--- src/rtl/mux7_rr_arbiter_pkg.sv ---
// Shared constants and types for the 7-requester round-robin mux arbiter.
package mux7_rr_arbiter_pkg;

    localparam int NUM_REQ = 7;
    localparam int SEL_W   = 3;

    typedef enum logic {
        IDLE  = 1'b0,
        GRANT = 1'b1
    } state_t;

    // Index following idx in search order, wrapping 6 back to 0.
    function automatic logic [SEL_W-1:0] next_idx(input logic [SEL_W-1:0] idx);
        return (idx >= SEL_W'(NUM_REQ - 1)) ? '0 : idx + 1'b1;
    endfunction

endpackage

--- src/rtl/mux7_rr_pick7.sv ---
// Combinational round-robin picker: first set request at or after ptr, wrapping.
module rr_pick7
    import mux7_rr_arbiter_pkg::*;
(
    input  logic [NUM_REQ-1:0] req,
    input  logic [SEL_W-1:0]   ptr,
    output logic [SEL_W-1:0]   win_idx,
    output logic               win_valid
);

    logic [SEL_W:0] k;

    always_comb begin
        win_idx   = '0;
        win_valid = 1'b0;
        k         = '0;
        for (int i = 0; i < NUM_REQ; i++) begin
            k = {1'b0, ptr} + (SEL_W+1)'(i);
            if (k >= (SEL_W+1)'(NUM_REQ))
                k = k - (SEL_W+1)'(NUM_REQ);
            if (!win_valid && req[k[SEL_W-1:0]]) begin
                win_valid = 1'b1;
                win_idx   = k[SEL_W-1:0];
            end
        end
    end

endmodule

--- src/rtl/mux7_rr_arbiter.sv ---
// Round-robin arbiter sharing one 7:1 mux: drives select, bounded-hold grants,
// and registers the mux output for the granted requester.
module mux7_rr_arbiter
    import mux7_rr_arbiter_pkg::*;
#(
    parameter int MAX_HOLD = 4,
    parameter int CNT_W    = 4
) (
    input  logic               clk,
    input  logic               rst,
    input  logic [NUM_REQ-1:0] req,
    input  logic               mux_y,
    output logic [SEL_W-1:0]   mux_sel,
    output logic [NUM_REQ-1:0] gnt,
    output logic               busy,
    output logic               data_out,
    output logic               data_valid
);

    localparam logic [CNT_W-1:0] MAX_CNT = CNT_W'(MAX_HOLD);
    localparam logic [CNT_W-1:0] CNT_ONE = CNT_W'(1);

    state_t             state, state_nx;
    logic [SEL_W-1:0]   ptr, ptr_nx;
    logic [SEL_W-1:0]   sel, sel_nx;
    logic [CNT_W-1:0]   hold_cnt, cnt_nx;
    logic [SEL_W-1:0]   srch_ptr;
    logic [SEL_W-1:0]   win_idx;
    logic               win_valid;
    logic [NUM_REQ:0]   req_x;

    assign req_x = {1'b0, req};

    // While granting, the search already starts past the current owner so a
    // release can hand over on the same edge without an idle bubble.
    assign srch_ptr = (state == GRANT) ? next_idx(sel) : ptr;

    rr_pick7 u_pick (
        .req       (req),
        .ptr       (srch_ptr),
        .win_idx   (win_idx),
        .win_valid (win_valid)
    );

    always_ff @(posedge clk) begin
        if (rst) begin
            state    <= IDLE;
            ptr      <= '0;
            sel      <= '0;
            hold_cnt <= '0;
        end else begin
            state    <= state_nx;
            ptr      <= ptr_nx;
            sel      <= sel_nx;
            hold_cnt <= cnt_nx;
        end
    end

    always_comb begin
        state_nx = state;
        ptr_nx   = ptr;
        sel_nx   = sel;
        cnt_nx   = hold_cnt;
        case (state)
            IDLE: begin
                if (win_valid) begin
                    state_nx = GRANT;
                    sel_nx   = win_idx;
                    cnt_nx   = CNT_ONE;
                end else begin
                    sel_nx   = '0;
                    cnt_nx   = '0;
                end
            end
            GRANT: begin
                if (req_x[sel] && hold_cnt < MAX_CNT) begin
                    cnt_nx = hold_cnt + 1'b1;
                end else begin
                    ptr_nx = srch_ptr;
                    if (win_valid) begin
                        sel_nx = win_idx;
                        cnt_nx = CNT_ONE;
                    end else begin
                        state_nx = IDLE;
                        sel_nx   = '0;
                        cnt_nx   = '0;
                    end
                end
            end
            default: state_nx = IDLE;
        endcase
    end

    always_comb begin
        busy    = (state == GRANT);
        mux_sel = sel;
        gnt     = busy ? (NUM_REQ'(1) << sel) : '0;
    end

    always_ff @(posedge clk) begin
        if (rst) begin
            data_out   <= 1'b0;
            data_valid <= 1'b0;
        end else begin
            if (busy)
                data_out <= mux_y;
            data_valid <= busy;
        end
    end

endmodule
--- config.mk ---
export PLATFORM = sky130hd
export DESIGN_NAME = mux7_rr_arbiter
export DESIGN_NICKNAME = d
export VERILOG_FILES = /design/src/rtl/mux7_rr_arbiter_pkg.sv /design/src/rtl/mux7_rr_pick7.sv /design/src/rtl/mux7_rr_arbiter.sv
export SDC_FILE = /design/constraint.sdc
export NUM_CORES = 1
export LEC_CHECK = 0
export ABC_AREA = 1
export BUFFER_PORTS_ARGS = -buffer_cell sky130_fd_sc_hd__buf_4
export CORE_MARGIN = 5
export CORE_UTILIZATION = 45
export CTS_CLUSTER_DIAMETER = 200
export DETAILED_ROUTE_END_ITERATION = 12
export PLACE_DENSITY = 0.71
export SETUP_SLACK_MARGIN = 0.3
export SYNTH_ARGS = -nofsm -noshare
export SYNTH_HDL_FRONTEND = slang
export SYNTH_SLANG_ARGS = --single-unit
--- constraint.sdc ---
create_clock -name clk -period 10.32 [get_ports clk]
set_clock_uncertainty 0.1 [all_clocks]
set_input_delay 0.516 -clock clk [delete_from_list [all_inputs] [get_ports clk]]
set_output_delay 0.516 -clock clk [all_outputs]
set_load 0.02 [all_outputs]
# Yosys cells after proc, flatten, opt, wreduce, memory -nomap -nowiden
# Index checks and enable logic that the tools add are counted.
# classes
n_addsub,15
n_mul,0
div_mod_pow,0
magnitude_cmp,17
eq_ne,1
shifts,1
mux,49
bitwise_logic,2
reduce_logical,14
# op_table
operator,count
2-to-1 mux 3 bit,18
"less-than comparator 3 x 4 -> 1 bit, second input constant",8
binary-select mux 1 bit (select 3 bit),8
">= comparator 4 x 3 -> 1 bit, second input constant",6
"subtractor 3 bit, second input constant",7
2-to-1 mux 1 bit,18
"adder 3 x 3 -> 4 bit, second input constant",3
"adder 3 x 2 -> 4 bit, second input constant",2
case mux 4 bit (2 select lines),1
logical AND 1 bit,7
2-to-1 mux 7 bit,1
"<< shifter 1 x 3 -> 7 bit, first input constant",1
">= comparator 3 bit, second input constant",2
logical NOT 1 bit,6
case mux 3 bit (2 select lines),1
"adder 3 x 1 -> 4 bit, second input constant",1
"adder 4 x 1 -> 4 bit, second input constant",1
"less-than comparator 4 x 3 -> 1 bit, second input constant",1
2-to-1 mux 4 bit,1
"adder 3 x 1 -> 3 bit, second input constant",1
"inequality test 2 bit, second input constant",1
inverter 1 bit,2
case mux 1 bit (2 select lines),1
AND reduction 2 bit,1
# word_totals
regBits,13
latchBits,0
mem_bits_rw,0
rom_bits,0
out_inout_bits,13
elab_cells,105
memories,0

# Longest topological paths before layout
# logic_depth
word_depth,29
mapped_depth,26
ltp_nobuf,26

# Cells and area by module
# A second synthesis with hierarchy kept.
# hier_totals
hier_cells,392
hier_area_um2,2273.4
# by_module_without_submodules
mod,n_inst,cells_each,area_each_um2
rr_pick7,1,276,1470.2
mux7_rr_arbiter,1,116,803.3

# Least setup slack after synthesis
# No wires, ideal clock.
# synth_path
kind,register to register
start,"register sel[0], in the netlist mux_sel[0]"
end,"register sel[0], in the netlist mux_sel[0]"
arrival_ps,3419
t_required_ps,10107
slack_ps,6688
stages_incl_launch_ff,23
n_path_buf,0
path_cell_list,dfxtp_1 -> inv_1 -> ha_1 -> nand2_1 -> nor2_1 -> a21oi_4 -> inv_2 -> ha_1 -> ha_1 -> nand2_1 -> inv_1 -> o21ai_2 -> o211ai_1 -> nand3_1 -> nand3_1 -> nand2_2 -> nand2_2 -> nor2_4 -> nand4_2 -> nor3_1 -> nor2_1 -> nand2_1 -> nand2_1
# synth_via
elab_chain_cells,29
elab_cells_between_ends,78
classes_between,add/sub (14); order compare (8); eq/ne (1); mux (42); reduce/logical (13)
# synth_lines
item,line,text
start: declaration,mux7_rr_arbiter.sv:25,"logic [SEL_W-1:0] sel, sel_nx;"
start signal: assignment,mux7_rr_arbiter.sv:54,sel <= sel_nx;
adder 3 x 1 -> 3 bit or >= comparator 3 bit (tied branches),mux7_rr_arbiter_pkg.sv:14,return (idx >= SEL_W'(NUM_REQ - 1)) ? '0 : idx + 1'b1;
2-to-1 mux 3 bit (*),mux7_rr_arbiter_pkg.sv:14,
2-to-1 mux 3 bit (*),mux7_rr_arbiter.sv:36,assign srch_ptr = (state == GRANT) ? next_idx(sel) : ptr;
named net srch_ptr[1],mux7_rr_arbiter.sv:27,logic [SEL_W-1:0] srch_ptr;
"parallel branches: the longest is 23 deep, another holds adder 3 x 1 -> 4 bit",-,
2-to-1 mux 3 bit (*),"mux7_rr_arbiter.sv:66, mux7_rr_arbiter.sv:80",
2-to-1 mux 3 bit,mux7_rr_arbiter.sv:76,if (req_x[sel] && hold_cnt < MAX_CNT) begin
case mux 3 bit (2 select lines) (*),mux7_rr_arbiter.sv:64,case (state)
# Mark *: on every way through the listed nets, which the timed path passes. The select of a mux whose other input is x is not followed.
# A chain may end at the register's enable or synchronous reset.

# Final worst setup path
# layout_path
start,"register sel[0], in the netlist mux_sel[0]"
end,"register sel[0], in the netlist mux_sel[0]"
# layout_via
elab_chain_cells,29
elab_cells_between_ends,78
classes_between,add/sub (14); order compare (8); eq/ne (1); mux (42); reduce/logical (13)
# layout_lines
item
"parallel branches: the longest is 29 deep, another holds adder 3 x 1 -> 4 bit"
# Several ways; the timed one is not identified. The select of a mux whose other input is x is not followed.

==> key figures <==
Outcome
  – Status: completed

Worst setup path
  – Data required, critical path: 10.36 ns
  – FF-to-FF path depth: 19
  – Critical path arrival: 4.20 ns
  – CP Class: reg2reg
  – Largest stage delay, worst path: 0.56 ns
  – Startpoint types: register
  – Worst Setup End Kind: register
  – CP Max Fanout: 24
  – Slowest stage cell, crit path: dfxtp_1
  – Crit-path cells: inv_1 > ha_1 > o21ai_2 > nand2_4 > nand2_4 > inv_1 > ha_1 > inv_1 > xor2_1 > a21oi_1 > nand3_1 > nand2_2 > nand2_2 > nor2_4 > nand4_2 > nor3_1 > nor2_1 > nand2_1 > nand2_1
  – Most numerous cell on the critical path: inv_1

Global routing
  – Vias in the first global route: 2403
  – Grt ovf: 0
  – Initial antenna violation count: 0
  – Largest net degree at the start of global routing: 25
  – First-pass GRT wire length: 11.0 mm
  – GR Util All Layers: 0.214

Clock tree
  – Cts repair resizes: 0
  – Setup Buffers After CTS: 0
  – Clk buf depth: 2
  – Clock transition at path regs: 0.06 ns
  – # hold bufs at CTS: 0
  – TritonCTS buffer count: 3
  – Worst-Skew Late Latency: 0.25 ns
  – Clock sinks: 13
  – Clk root buf: clkbuf_8
  – CTS tree: built
  – H-tree depth: 1

Place
  – Post-DP HPWL: 5.28 mm
  – Pre-CTS WS: 6.26 ns
  – GPL Wtd Cong: 0.947
  – Port Buffers: 22

Timing
  – Min cycle time layout: 4.16 ns
  – Hold Vio Cnt, Final: 0
  – Pins Over Slew Limit: 0
  – Hold WS: 0.367 ns
  – Slew headroom: 0.600
  – RSZ-0062 raised after global routing: false
  – Period utilization: 0.403
  – Fmax: 241 MHz
  – Final setup margin: 6.16 ns
  – Final TNS setup: 0 ns
  – Worst slew pin tran: 0.593 ns
  – Final setup fails: 0

Floorplanning
  – Core region area: 5010 um2
  – Die height: 81.2 um
  – Ports: 23
  – Initial core utilization: 0.456
  – Die width: 81.2 um
  – Die area: 6600 um2
  – # rows: 26

Power
  – LEAKAGE: 1.28 nW
  – Worst IR drop on VDD: 0.119 mV
  – PwrDens: 328 nW/um2
  – Int Pwr: 0.000312 W
  – Comb power frac: 0.857
  – Sw Share: 0.624
  – Sw Pwr: 0.000518 W
  – Clock Power Share: 0.057
  – Seq pwr share: 0.087

Route
  – Via count: 2534
  – Drc violations: 0
  – Antenna Nets Post-Route: 0
  – Drt wl/cell: 13.9 um
  – DRT Pass-1 Iters: 5
  – DR vias/cell: 5.33
  – 1st-iter DRT viols: 206
  – Post-Route WL: 6.59 mm

Layout
  – Area growth, synth to finish: 11.0%
  – Most common cell after layout, fill and taps aside: nand2_1
  – Ant diodes: 0
  – Leading cell types in the layout, fill and taps excluded: 106 x nand2_1, 62 x nand3_1, 44 x inv_1, 41 x nor2_1, 22 x buf_4
  – # nets final: 435
  – Share of layout cells above drive strength 1: 0.183

Synthesis
  – Syn avg cell area: 5.96 um2
  – Simple logic cell fraction of the synthesized area: 0.502
  – Synth Register Bits: 13
  – Mux contribution to synthesized area: 0
  – Main combinational cell family by area after synthesis: simple AND/OR/NAND/NOR gates
  – XOR/XNOR Fraction of Synth Area: 0.0362
  – Yosys warnings: 0
  – Syn Inst Count: 383
  – Area of the mapped netlist: 2280 um2
  – Post-Synth Adder-Cell Area: 0.107
  – Syn_nets: 412
  – Sequential share of the synthesized area: 0.114
  – Synth unique cells: 37
  – Synth Area in Compound Gates: 0.137

Hold path
  – Hold depth: 1
  – Hold Crit Class: reg2reg

Job
  – # Max-Cap Violations: 0
==> path summary, 6_finish.rpt <==
kind	to	from	slack (ns)
min	hold_cnt[0]	hold_cnt[0]	0.37
max	mux_sel[0]	mux_sel[0]	6.16
min reg2reg	hold_cnt[0]	hold_cnt[0]	0.37
max reg2reg	mux_sel[0]	mux_sel[0]	6.16
==> synth_stat cells (all sizes together) <==
library cell	instances	area share
nand2	125	0.23
nand3	65	0.15
inv	48	0.081
nor2	45	0.085
o21ai	24	0.066
ha	18	0.099
dfxtp	13	0.11
a21oi	12	0.038
nand4	5	0.019
o211ai	5	0.016
xor2	5	0.032
buf	4	0.021
a22oi	3	0.0099
nor3	3	0.0088
nand3b	2	0.0066
a21boi	1	0.0033
a311oi	1	0.0038
conb	1	0.0016
fa	1	0.0088
or2	1	0.0027
xnor2	1	0.0038
==> cell families after synthesis <==
| kind of cell | Yosys count |
|---|---|
| AO/OA/AOI/OAI | 46 |
| XOR/XNOR | 6 |
| adder cells (fa/ha/maj) | 19 |
| buffers and inverters | 52 |
| flip-flops | 13 |
| other | 1 |
| AND/OR/NAND/NOR | 246 |
==> registers in the layout, indices dropped and copies added, names as in the netlist <==
register	cells
busy	1
ptr	3
hold_cnt	4
data_out	1
data_valid	1
mux_sel	3
==> layout make-up <==
class / count / area [um2]
clock buffer: 4 / 45.0
fill: 541 / 2480
inverter: 48 / 185
multi-input combinational: 318 / 1790
sequential: 13 / 260
tap: 70 / 87.6
timing repair buffer: 22 / 165
==> through the flow <==
step	utilization	cells	cell area, um2	total power (W)
after CTS	0.506	475	2530	0.000822
after global placement	0.497	471	2490	0.000764
after global routing	0.506	475	2530	0.000918
final	0.506	475	2530	0.000831
after floorplan	-	383	2280	0.000632
after detailed placement	0.497	471	2490	0.000772
==> worst max-delay path, delay by kind of cell, from the launching register on <==
| kind | cells | cell delay, ns |
|---|---|---|
| XOR/XNOR | 1 | 0.19 |
| adder cells (fa/ha/maj) | 2 | 0.83 |
| AO/OA/AOI/OAI | 2 | 0.39 |
| flip-flops | 1 | 0.56 |
| AND/OR/NAND/NOR | 11 | 1.36 |
| buffers and inverters | 3 | 0.59 |
==> power by group through the flow <==
stage               Sequential [W]   Clock, W  Combinational [W]
global route             0.0000734  0.0000502           0.000795
detailed placement       0.0000725          0           0.000699
global placement         0.0000719          0           0.000692
CTS                      0.0000718  0.0000473           0.000703
finish                   0.0000721  0.0000471           0.000711
floorplan                0.0000734          0           0.000559
==> per-layer routing <==
layer  routed length (um)  track usage  share of wire
met4                  275        0.110          0.042
met1                 2880        0.270           0.44
met3                  387       0.0233          0.059
met2                 3050        0.358           0.46
met5                    0            0              0
(Power assumes the default switching activity.)
